==> src/rtl/lane_deskew_unstripe_if.sv <==
// Bus bundle for the two-lane deskew/unstripe merge block.
//
// Handshake: there is no backpressure on either side. A lane word is
// transferred on every rising clk_2f edge where uvalidN=1, and a merged
// word is delivered on every edge where validOut=1; the consumer must
// accept it. A lane word arriving at a full FIFO that is not being popped
// on the same edge is lost and raises skew_err.
interface lane_deskew_unstripe_if #(
    parameter int WIDTH = 32,
    parameter int DEPTH = 4
);
    logic [WIDTH-1:0]         ulane0;
    logic                     uvalid0;
    logic [WIDTH-1:0]         ulane1;
    logic                     uvalid1;
    logic [WIDTH-1:0]         dataOut;
    logic                     validOut;
    logic                     aligned;
    logic                     skew_err;
    // Debug visibility: FSM state and per-lane FIFO occupancy.
    logic [1:0]               dbg_state;
    logic [$clog2(DEPTH):0]   dbg_count0;
    logic [$clog2(DEPTH):0]   dbg_count1;

    // Upstream lanes / downstream consumer side.
    modport master (
        output ulane0, uvalid0, ulane1, uvalid1,
        input  dataOut, validOut, aligned, skew_err,
        input  dbg_state, dbg_count0, dbg_count1
    );

    // Merge block side.
    modport slave (
        input  ulane0, uvalid0, ulane1, uvalid1,
        output dataOut, validOut, aligned, skew_err,
        output dbg_state, dbg_count0, dbg_count1
    );
endinterface

==> src/rtl/lane_deskew_unstripe.sv <==
// Two-lane receive merge: each lane is buffered in its own DEPTH-entry FIFO
// to absorb inter-lane skew, and an FSM re-interleaves the lanes into one
// stream in strict lane0, lane1, lane0, ... order. Lane 0 always leads a
// pair, so after both FIFOs drain at a lane-0 turn the FSM re-aligns in IDLE.
module lane_deskew_unstripe #(
    parameter int WIDTH = 32,
    parameter int DEPTH = 4
) (
    input  logic                 clk_2f,
    input  logic                 reset,
    lane_deskew_unstripe_if.slave bus
);
    localparam int AW = $clog2(DEPTH);
    localparam int CW = AW + 1;

    typedef enum logic [1:0] {
        S_IDLE   = 2'd0,
        S_RUN_L0 = 2'd1,
        S_RUN_L1 = 2'd2
    } state_t;

    // Lane FIFO storage (contents are not reset)
    logic [WIDTH-1:0] r_mem0 [DEPTH];
    logic [WIDTH-1:0] r_mem1 [DEPTH];

    logic [AW-1:0]    r_wp0;
    logic [AW-1:0]    r_rp0;
    logic [CW-1:0]    r_cnt0;
    logic [AW-1:0]    r_wp1;
    logic [AW-1:0]    r_rp1;
    logic [CW-1:0]    r_cnt1;

    state_t           r_state;
    state_t           w_next_state;
    logic             w_pop0;
    logic             w_pop1;

    logic             w_full0;
    logic             w_full1;
    logic             w_wr0;
    logic             w_wr1;
    logic             w_ovf0;
    logic             w_ovf1;

    logic [WIDTH-1:0] r_data_out;
    logic             r_valid_out;
    logic             r_skew_err;

    // A full FIFO still accepts a word if the same edge frees a slot.
    assign w_full0 = (r_cnt0 == CW'(DEPTH));
    assign w_full1 = (r_cnt1 == CW'(DEPTH));
    assign w_wr0   = bus.uvalid0 && (!w_full0 || w_pop0);
    assign w_wr1   = bus.uvalid1 && (!w_full1 || w_pop1);
    assign w_ovf0  = bus.uvalid0 && w_full0 && !w_pop0;
    assign w_ovf1  = bus.uvalid1 && w_full1 && !w_pop1;

    // Lane 0 storage write
    always_ff @(posedge clk_2f) begin
        if (w_wr0) begin
            r_mem0[r_wp0] <= bus.ulane0;
        end
    end

    // Lane 1 storage write
    always_ff @(posedge clk_2f) begin
        if (w_wr1) begin
            r_mem1[r_wp1] <= bus.ulane1;
        end
    end

    // Lane 0 pointers and occupancy; push and pop together leave count as is
    always_ff @(posedge clk_2f or negedge reset) begin
        if (!reset) begin
            r_wp0  <= '0;
            r_rp0  <= '0;
            r_cnt0 <= '0;
        end else begin
            if (w_wr0) begin
                r_wp0 <= r_wp0 + AW'(1);
            end
            if (w_pop0) begin
                r_rp0 <= r_rp0 + AW'(1);
            end
            case ({w_wr0, w_pop0})
                2'b10:   r_cnt0 <= r_cnt0 + CW'(1);
                2'b01:   r_cnt0 <= r_cnt0 - CW'(1);
                default: r_cnt0 <= r_cnt0;
            endcase
        end
    end

    // Lane 1 pointers and occupancy; push and pop together leave count as is
    always_ff @(posedge clk_2f or negedge reset) begin
        if (!reset) begin
            r_wp1  <= '0;
            r_rp1  <= '0;
            r_cnt1 <= '0;
        end else begin
            if (w_wr1) begin
                r_wp1 <= r_wp1 + AW'(1);
            end
            if (w_pop1) begin
                r_rp1 <= r_rp1 + AW'(1);
            end
            case ({w_wr1, w_pop1})
                2'b10:   r_cnt1 <= r_cnt1 + CW'(1);
                2'b01:   r_cnt1 <= r_cnt1 - CW'(1);
                default: r_cnt1 <= r_cnt1;
            endcase
        end
    end

    // FSM state register
    always_ff @(posedge clk_2f or negedge reset) begin
        if (!reset) begin
            r_state <= S_IDLE;
        end else begin
            r_state <= w_next_state;
        end
    end

    // Next-state and pop decisions, all from pre-edge FIFO counts
    always_comb begin
        w_next_state = r_state;
        w_pop0       = 1'b0;
        w_pop1       = 1'b0;
        case (r_state)
            S_IDLE: begin
                // Only start once a full lane0/lane1 pair can be formed.
                if ((r_cnt0 != '0) && (r_cnt1 != '0)) begin
                    w_pop0       = 1'b1;
                    w_next_state = S_RUN_L1;
                end
            end
            S_RUN_L1: begin
                if (r_cnt1 != '0) begin
                    w_pop1       = 1'b1;
                    w_next_state = S_RUN_L0;
                end
            end
            S_RUN_L0: begin
                if (r_cnt0 != '0) begin
                    w_pop0       = 1'b1;
                    w_next_state = S_RUN_L1;
                end else if (r_cnt1 == '0) begin
                    // Both lanes drained at a pair boundary: re-align.
                    w_next_state = S_IDLE;
                end
            end
            default: begin
                w_next_state = S_IDLE;
            end
        endcase
    end

    // Registered merged output; data holds when nothing is popped
    always_ff @(posedge clk_2f or negedge reset) begin
        if (!reset) begin
            r_data_out  <= '0;
            r_valid_out <= 1'b0;
        end else begin
            if (w_pop0) begin
                r_data_out  <= r_mem0[r_rp0];
                r_valid_out <= 1'b1;
            end else if (w_pop1) begin
                r_data_out  <= r_mem1[r_rp1];
                r_valid_out <= 1'b1;
            end else begin
                r_valid_out <= 1'b0;
            end
        end
    end

    // Sticky overflow flag, cleared only by reset
    always_ff @(posedge clk_2f or negedge reset) begin
        if (!reset) begin
            r_skew_err <= 1'b0;
        end else if (w_ovf0 || w_ovf1) begin
            r_skew_err <= 1'b1;
        end
    end

    assign bus.dataOut    = r_data_out;
    assign bus.validOut   = r_valid_out;
    assign bus.aligned    = (r_state == S_RUN_L0) || (r_state == S_RUN_L1);
    assign bus.skew_err   = r_skew_err;
    assign bus.dbg_state  = r_state;
    assign bus.dbg_count0 = r_cnt0;
    assign bus.dbg_count1 = r_cnt1;

endmodule
==> src/flat_wrapper.sv <==
// flat-port wrapper written by rule: the top's interface ports become plain ports
module lane_deskew_unstripe_flat 
#(
    parameter int WIDTH = 32,
    parameter int DEPTH = 4
)
  (clk_2f, reset, bus_ulane0, bus_uvalid0, bus_ulane1, bus_uvalid1, bus_dataOut, bus_validOut, bus_aligned, bus_skew_err, bus_dbg_state, bus_dbg_count0, bus_dbg_count1);
  lane_deskew_unstripe_if #(.WIDTH(WIDTH), .DEPTH(DEPTH)) bus_i ();
  input  logic clk_2f;
  input  logic reset;
  input wire logic [$bits(bus_i.ulane0)-1:0] bus_ulane0;
  input wire logic [$bits(bus_i.uvalid0)-1:0] bus_uvalid0;
  input wire logic [$bits(bus_i.ulane1)-1:0] bus_ulane1;
  input wire logic [$bits(bus_i.uvalid1)-1:0] bus_uvalid1;
  output wire logic [$bits(bus_i.dataOut)-1:0] bus_dataOut;
  output wire logic [$bits(bus_i.validOut)-1:0] bus_validOut;
  output wire logic [$bits(bus_i.aligned)-1:0] bus_aligned;
  output wire logic [$bits(bus_i.skew_err)-1:0] bus_skew_err;
  output wire logic [$bits(bus_i.dbg_state)-1:0] bus_dbg_state;
  output wire logic [$bits(bus_i.dbg_count0)-1:0] bus_dbg_count0;
  output wire logic [$bits(bus_i.dbg_count1)-1:0] bus_dbg_count1;
  assign bus_i.ulane0 = bus_ulane0;
  assign bus_i.uvalid0 = bus_uvalid0;
  assign bus_i.ulane1 = bus_ulane1;
  assign bus_i.uvalid1 = bus_uvalid1;
  assign bus_dataOut = bus_i.dataOut;
  assign bus_validOut = bus_i.validOut;
  assign bus_aligned = bus_i.aligned;
  assign bus_skew_err = bus_i.skew_err;
  assign bus_dbg_state = bus_i.dbg_state;
  assign bus_dbg_count0 = bus_i.dbg_count0;
  assign bus_dbg_count1 = bus_i.dbg_count1;
  lane_deskew_unstripe #(.WIDTH(WIDTH), .DEPTH(DEPTH)) u_core (.clk_2f(clk_2f), .reset(reset), .bus(bus_i));
endmodule
==> config.mk <==
export PLATFORM = sky130hd
export DESIGN_NAME = lane_deskew_unstripe_flat
export DESIGN_NICKNAME = d
export VERILOG_FILES = /design/src/rtl/lane_deskew_unstripe_if.sv /design/src/rtl/lane_deskew_unstripe.sv /design/src/flat_wrapper.sv
export SDC_FILE = /design/constraint.sdc
export NUM_CORES = 1
export LEC_CHECK = 0
export CAP_MARGIN = 15
export CORE_UTILIZATION = 48
export DETAILED_ROUTE_END_ITERATION = 6
export GPL_TIMING_DRIVEN = 0
export PLACE_DENSITY_LB_ADDON = 0.08
export SYNTH_ARGS = -nofsm -noshare
export SYNTH_HDL_FRONTEND = slang
export SYNTH_SLANG_ARGS = --single-unit
==> constraint.sdc <==
create_clock -name clk_2f -period 3.65 [get_ports clk_2f]
set_input_delay 0.9125 -clock clk_2f [delete_from_list [all_inputs] [get_ports clk_2f]]
set_output_delay 0.9125 -clock clk_2f [all_outputs]
set_load 0.02 [all_outputs]
==> impl_metrics.tcl, run 1 <==
set metrics [dict create \
    outcome "complete, no violations" \
    setup-violations-final 0 \
    clock.fmax_mhz 332 \
    critPathLaunch "u_core.bus.dbg_state[1]" \
    yosys.area_share.simple 0.0290 \
    synth_top_family_by_area "multiplexers" \
    timing.hold.ws_ns 0.324 \
    hold_path_class "input pin to async pin" \
    crit_fanout 10 \
    grt_pass1_vias 6739 \
    wl_um 24900 \
    antenna_found_initial 1 \
    fin_util 0.597 \
    final_common_cell "edfxtp_1" \
    fin_area_um2 14500 \
    drt-wirelength-per-cell_um 22.8 \
    hold_violations 0 \
    ctsHoldBuffers 0 \
    synth_edf_count 256 \
    crit_family "simple AND/OR/NAND/NOR gates" \
    fin_crit_sh 0.825 \
    grt_pass1_wl_um 38700 \
    powerDensity_nw_per_um2 892 \
    postLayoutSetupSlackWorst_ns 0.640 \
    max_cap_violations 0 \
    dr.pass1.iters 6 \
    post-cts-setup-buffers 0 \
    remaining_drc_errors 0 \
    cts_sinks 306 \
    worstReg2RegStart "u_core.bus.dbg_state[1]" \
    ant_nets 0 \
    row_count 57 \
    start_util 0.488 \
    synthXorXnorAreaFrac 0.00739 \
    syn_area_um2 11800 \
    finalClockSkew_ns 0.0123 \
    worst-path-buf-inv 3 \
    rsz0062_at_grt "false" \
    overflow 0 \
    cp_slowest_stage_delay_ns 0.54 \
    finalMaxSlewViolations 0 \
    cp.required_ns 4.12 \
    critPathKind "flop to flop" \
    power_mw 12.9 \
    coreArea_um2 24200 \
    fp.dieH_um 159 \
    fin_nets 828 \
    yosys.area_share.adder 0.0182 \
    cts_buffers 31 \
    synth_cells 593 \
    vias 6020 \
    grt_max_degree 34 \
    relSlewSlack 0.318 \
    most-common-layout-cells "edfxtp_1 (256), clkdlybuf4s50_1 (109), mux4_2 (64)" \
    hpwl_um 15700 \
    routabilityCongestion 0.719 \
    worst_slew_pin_slew_ns 1.02 \
    drt-initial-drc-count 378 \
    irDropWorstVdd_uv 441 \
    synthMuxAreaShare 0.127 \
    dp.cells 1035 \
    syn-num-nets 677 \
    die_area_um2 25300 \
    total_leakage_power_nw 4.95 \
    layoutNonFillerInstCount 1094 \
    yosysWarnings 0 \
    clockRootBuffer "clkbuf_16" \
    cts_tree "done" \
    htree_levels 1 \
    worstSkewPairLatency_ns 0.55 \
    synth_ff_type "edfxtp_1" \
    synthArstFlopShare 0.163 \
    cts_resized 0 \
    cp.arrival_ns 3.48 \
    clk_path_buf_depth 3 \
    synth_seq_area_share 0.755 \
    synth_cell_types 39 \
    cp-end-kind "flop" \
    worst_setup_path_start_kind "flop" \
    clkTransAtPathRegs_ns 0.06 \
    grt_usage 0.203 \
    syn_avg_cell_area_um2 20.0 \
    post-place-ws_ns 0.565 \
    die_w_um 159 \
    post-route-min-period_ns 3.01 \
    synth-compound-area-share 0.0467 \
    ioPinCount 111 \
    vias_per_cell 5.50 \
    area_delta_synth_final_pct 22.3 \
    slowest_stage "fa_1" \
    port_buffers 110 \
    drive_gt1_frac 0.203 \
    tns_ns 0 \
    worstPathCellList "inv_1 > ha_1 > nor4_2 > nor2_1 > nand2_2 > buf_2 > nor2_1 > fa_1 > inv_1 > nor3_1 > mux2i_1 > a22oi_1" \
    synth-seq-cells 306 \
    placed_area_um2 13500 \
]
worst paths after layout:
check | endpoint | slack, ns | cells after the start
worst max-delay path | u_core.bus.dbg_count0[1] | 0.64 | 12
worst min-delay path | u_core.bus.dbg_state[0] | 0.32 | 1
worst max register to register | u_core.bus.dbg_count0[1] | 0.64 | 12
worst min register to register | u_core.bus.skew_err | 0.52 | 2
max in group asynchronous | u_core.bus.dataOut[6] | 2.73 | 2
min in group clk_2f | u_core.bus.skew_err | 0.52 | 2
kinds of logic after synthesis:
group	after synthesis
AO/OA/AOI/OAI	78
XOR/XNOR	10
adder cells (fa/ha/maj)	16
buffers and inverters	43
flip-flops	306
multiplexers	70
AND/OR/NAND/NOR	70
Yosys cell counts, types with 3 or more instances:
cell type  number  area [µm²]
edfxtp_1      256        7690
mux4_2         64        1440
dfrtp_1        50        1250
nand2_1        38         143
a21oi_1        35         175
a2bb2oi_1      32         280
buf_2          14        70.1
ha_1           14         175
inv_1          12        45.0
clkbuf_1       11        41.3
and2_1          8        50.1
nor2_1          8        30.0
xnor2_1         7        61.3
buf_4           5        37.5
o21ai_0         4        20.0
mux2i_1         3        30.0
nor3_1          3        15.0
xor2_1          3        26.3
layer usage:
metal  part of all wire  vias to the layer above  track usage  wire, µm
met2               0.51                      155        0.355     12700
met1               0.42                     3145        0.267     10500
li1                   -                     2679            -         -
met4              0.019                        2       0.0503       466
met5            0.00048                        -            0        12
met3              0.052                       39       0.0320      1300
sequential cells by signal, indices dropped and copies added (netlist names):
name / cells
u_core.bus.dataOut: 32
u_core.bus.dbg_count0: 3
u_core.bus.dbg_count1: 3
u_core.bus.dbg_state: 2
u_core.bus.skew_err: 1
u_core.bus.validOut: 1
u_core.r_mem0: 128
u_core.r_mem1: 128
u_core.r_rp0: 2
u_core.r_rp1: 2
u_core.r_wp0: 2
u_core.r_wp1: 2
where the power goes:
| part | switching (mW) | internal, mW | total, mW | leakage (nW) |
|---|---|---|---|---|
| sequential | 0.356 | 4.76 | 5.11 | 2.92 |
| combinational | 2.60 | 2.24 | 4.84 | 1.56 |
| clock | 1.26 | 1.71 | 2.97 | 0.473 |
| total | 4.21 | 8.70 | 12.9 | 4.95 |
area by class of cell:
class	count	area, µm²
antenna	1	2.50
buffer	30	149
clock buffer	42	857
clock inverter	16	108
fill	1804	9770
inverter	13	48.8
multi-input combinational	244	2720
sequential	306	8940
tap	324	405
timing repair buffer	118	1260
Power figures use the tool's default switching activity.
==> inputs of run 2 (changes only) <==
clock period = 2.8 ns   (was 3.65 ns; I/O delays follow)
==> run 2 against run 1 <==
First-iteration DRC count up 4.0%. Combinational power is 32% higher. Flip-flop and latch count did not move. Core utilization is 0.20 points higher. Wire length about the same. Count of clock-buffer cells in the layout unchanged. Sequential share of layout area down 0.20 points. Register-to-register slack worse by 0.40 ns. Non-clock buffer count stayed put. Critical path type is now flop to output pin. Largest cell class unchanged. Highest routed layer unchanged.
==> impl_metrics.tcl, run 2 (synthesis gave the netlist of run 1 again) <==
set metrics [dict create \
    fp.dieH_um 159 \
    fin_area_um2 14500 \
    clock.fmax_mhz 375 \
    drt-initial-drc-count 393 \
    seq_power_share 0.395 \
    remaining_drc_errors 0 \
    cts_buffers 31 \
    coreArea_um2 24200 \
    vias 6034 \
    htree_levels 1 \
    cp-end-kind "output pin" \
    post-route-min-period_ns 2.67 \
    vias_per_cell 5.52 \
    total_leakage_power_nw 4.96 \
    drt-wirelength-per-cell_um 22.8 \
    powerDensity_nw_per_um2 1160 \
    row_count 57 \
    antenna_found_initial 1 \
    top_layer_used "met5" \
    placed_area_um2 13500 \
    max_cap_violations 0 \
    p_comb_frac 0.376 \
    area_delta_synth_final_pct 22.7 \
    pwr-share-clk 0.229 \
    drive_gt1_frac 0.209 \
    critPathKind "flop to output pin" \
    wl_met3_um 1250 \
    dr.pass1.iters 5 \
    wl_met2_um 12800 \
    setup-violations-final 0 \
    num_antenna_cells 0 \
    switchingPower_mw 5.53 \
    grt_usage 0.203 \
    critPathLaunch "u_core.bus.dbg_state[0]" \
    hold_path_class "input pin to async pin" \
    worst_slew_pin_slew_ns 1.02 \
    cts_sinks 306 \
    port_buffers 110 \
    clk_path_buf_depth 3 \
    worstSkewPairLatency_ns 0.55 \
    final_common_cell "edfxtp_1" \
    rsz0062_at_grt "false" \
    intPower_mw 11.4 \
    finalClockSkew_ns 0.0124 \
    grt_pass1_wl_um 38700 \
    clkTransAtPathRegs_ns 0.06 \
    wirelength_met1_um 10400 \
    die_area_um2 25300 \
    worstReg2RegStart "u_core.bus.dbg_state[0]" \
    crit_fanout 5 \
    finalMaxSlewViolations 0 \
    cp.required_ns 2.10 \
    routabilityCongestion 0.719 \
    ioPinCount 111 \
    fin_nets 828 \
    grt_pass1_vias 6744 \
    cts_tree "done" \
    hpwl_um 15700 \
    most-common-layout-cells "edfxtp_1 (256), clkdlybuf4s50_1 (109), mux4_2 (64)" \
    fin_util 0.599 \
    wl_um 24900 \
    cp.arrival_ns 1.97 \
    die_w_um 159 \
    hold_violations 0 \
    grt_max_degree 34 \
    ant_nets 0 \
    worst_setup_path_start_kind "flop" \
    outcome "complete, no violations" \
    fin_crit_sh 0.953 \
    relSlewSlack 0.323 \
    power.share.switching 0.327 \
    start_util 0.488 \
    fill_cells 1801 \
    clockRootBuffer "clkbuf_16" \
    overflow 0 \
    irDropWorstVdd_uv 569 \
]
## run 2: cell types whose count changed in the layout (fill, tap and decap cells not counted), sizes merged
cell      change
clkbuf        +1
buf           -1
clkinv        -1
diode         -1
clkinvlp      +1
## run 2: metrics by stage
stage | setup slack, ns | std cells | power [mW] | setup TNS [ns] | hold slack [ns]
after floorplan | 0.106 | 593 | 10.8 | 0 | 0.404
after global placement | -0.856 | 1027 | 12.9 | -218.24 | 0.482
after detailed placement | -0.190 | 1035 | 13.2 | -2.46 | 0.487
after CTS | 0.00902 | 1092 | 17.1 | 0 | 0.122
after global routing | 0.0363 | 1093 | 17.8 | 0 | 0.130
final | 0.132 | 1093 | 16.9 | 0 | 0.114
## run 2: cell type report
class | instances | area (µm²) | share of cell area
Timing Repair Buffer | 119 | 1260 | 0.0870
Clock inverter | 16 | 108 | 0.00741
Buffer | 29 | 146 | 0.0101
Inverter | 13 | 52.6 | 0.00362
Sequential cell | 306 | 8940 | 0.615
Clock buffer | 42 | 857 | 0.0590
Tap cell | 324 | 405 | 0.0279
Multi-Input combinational cell | 244 | 2760 | 0.190
## run 2: worst paths after layout
kind,end,slack (ns),cells after the start
setup / recovery,bus_aligned,0.13,3
hold / removal,u_core.bus.dbg_state[0],0.11,1
setup reg to reg,u_core.bus.dbg_count1[2],0.24,11
hold reg to reg,u_core.bus.skew_err,0.53,2
max in group asynchronous,u_core.bus.dataOut[6],2.09,2
min in group clk_2f,u_core.bus.skew_err,0.53,2
## run 2: timing repair
item                                    4_1_cts  5_1_grt
hold buffers                                  0        0
endpoints found under the setup margin        2        3
buffers inserted                              0        1
pin swaps                                     0        1
endpoints found under the hold margin         0        0
resized for setup                             2        8
cloned                                        0        0
## run 2: worst max-delay path, stage by stage (launching register included)
cell and delay (ns):
dfrtp_1 0.42, inv_1 0.11, ha_1 0.29, clkdlybuf4s50_1 0.60
## run 2: per-layer routing
layer,global-route usage,up-vias
met2,0.354,154
met5,0,-
met4,0.0511,2
met3,0.0320,37
met1,0.267,3159
li1,-,2682
## run 2: power by group through the flow
stage	Clock (mW)	Sequential, mW	Combinational (mW)
detailed placement	0	6.76	6.43
finish	3.87	6.68	6.37
floorplan	0	7.01	3.80
global route	4.13	6.79	6.90
CTS	3.96	6.68	6.45
global placement	0	6.74	6.15
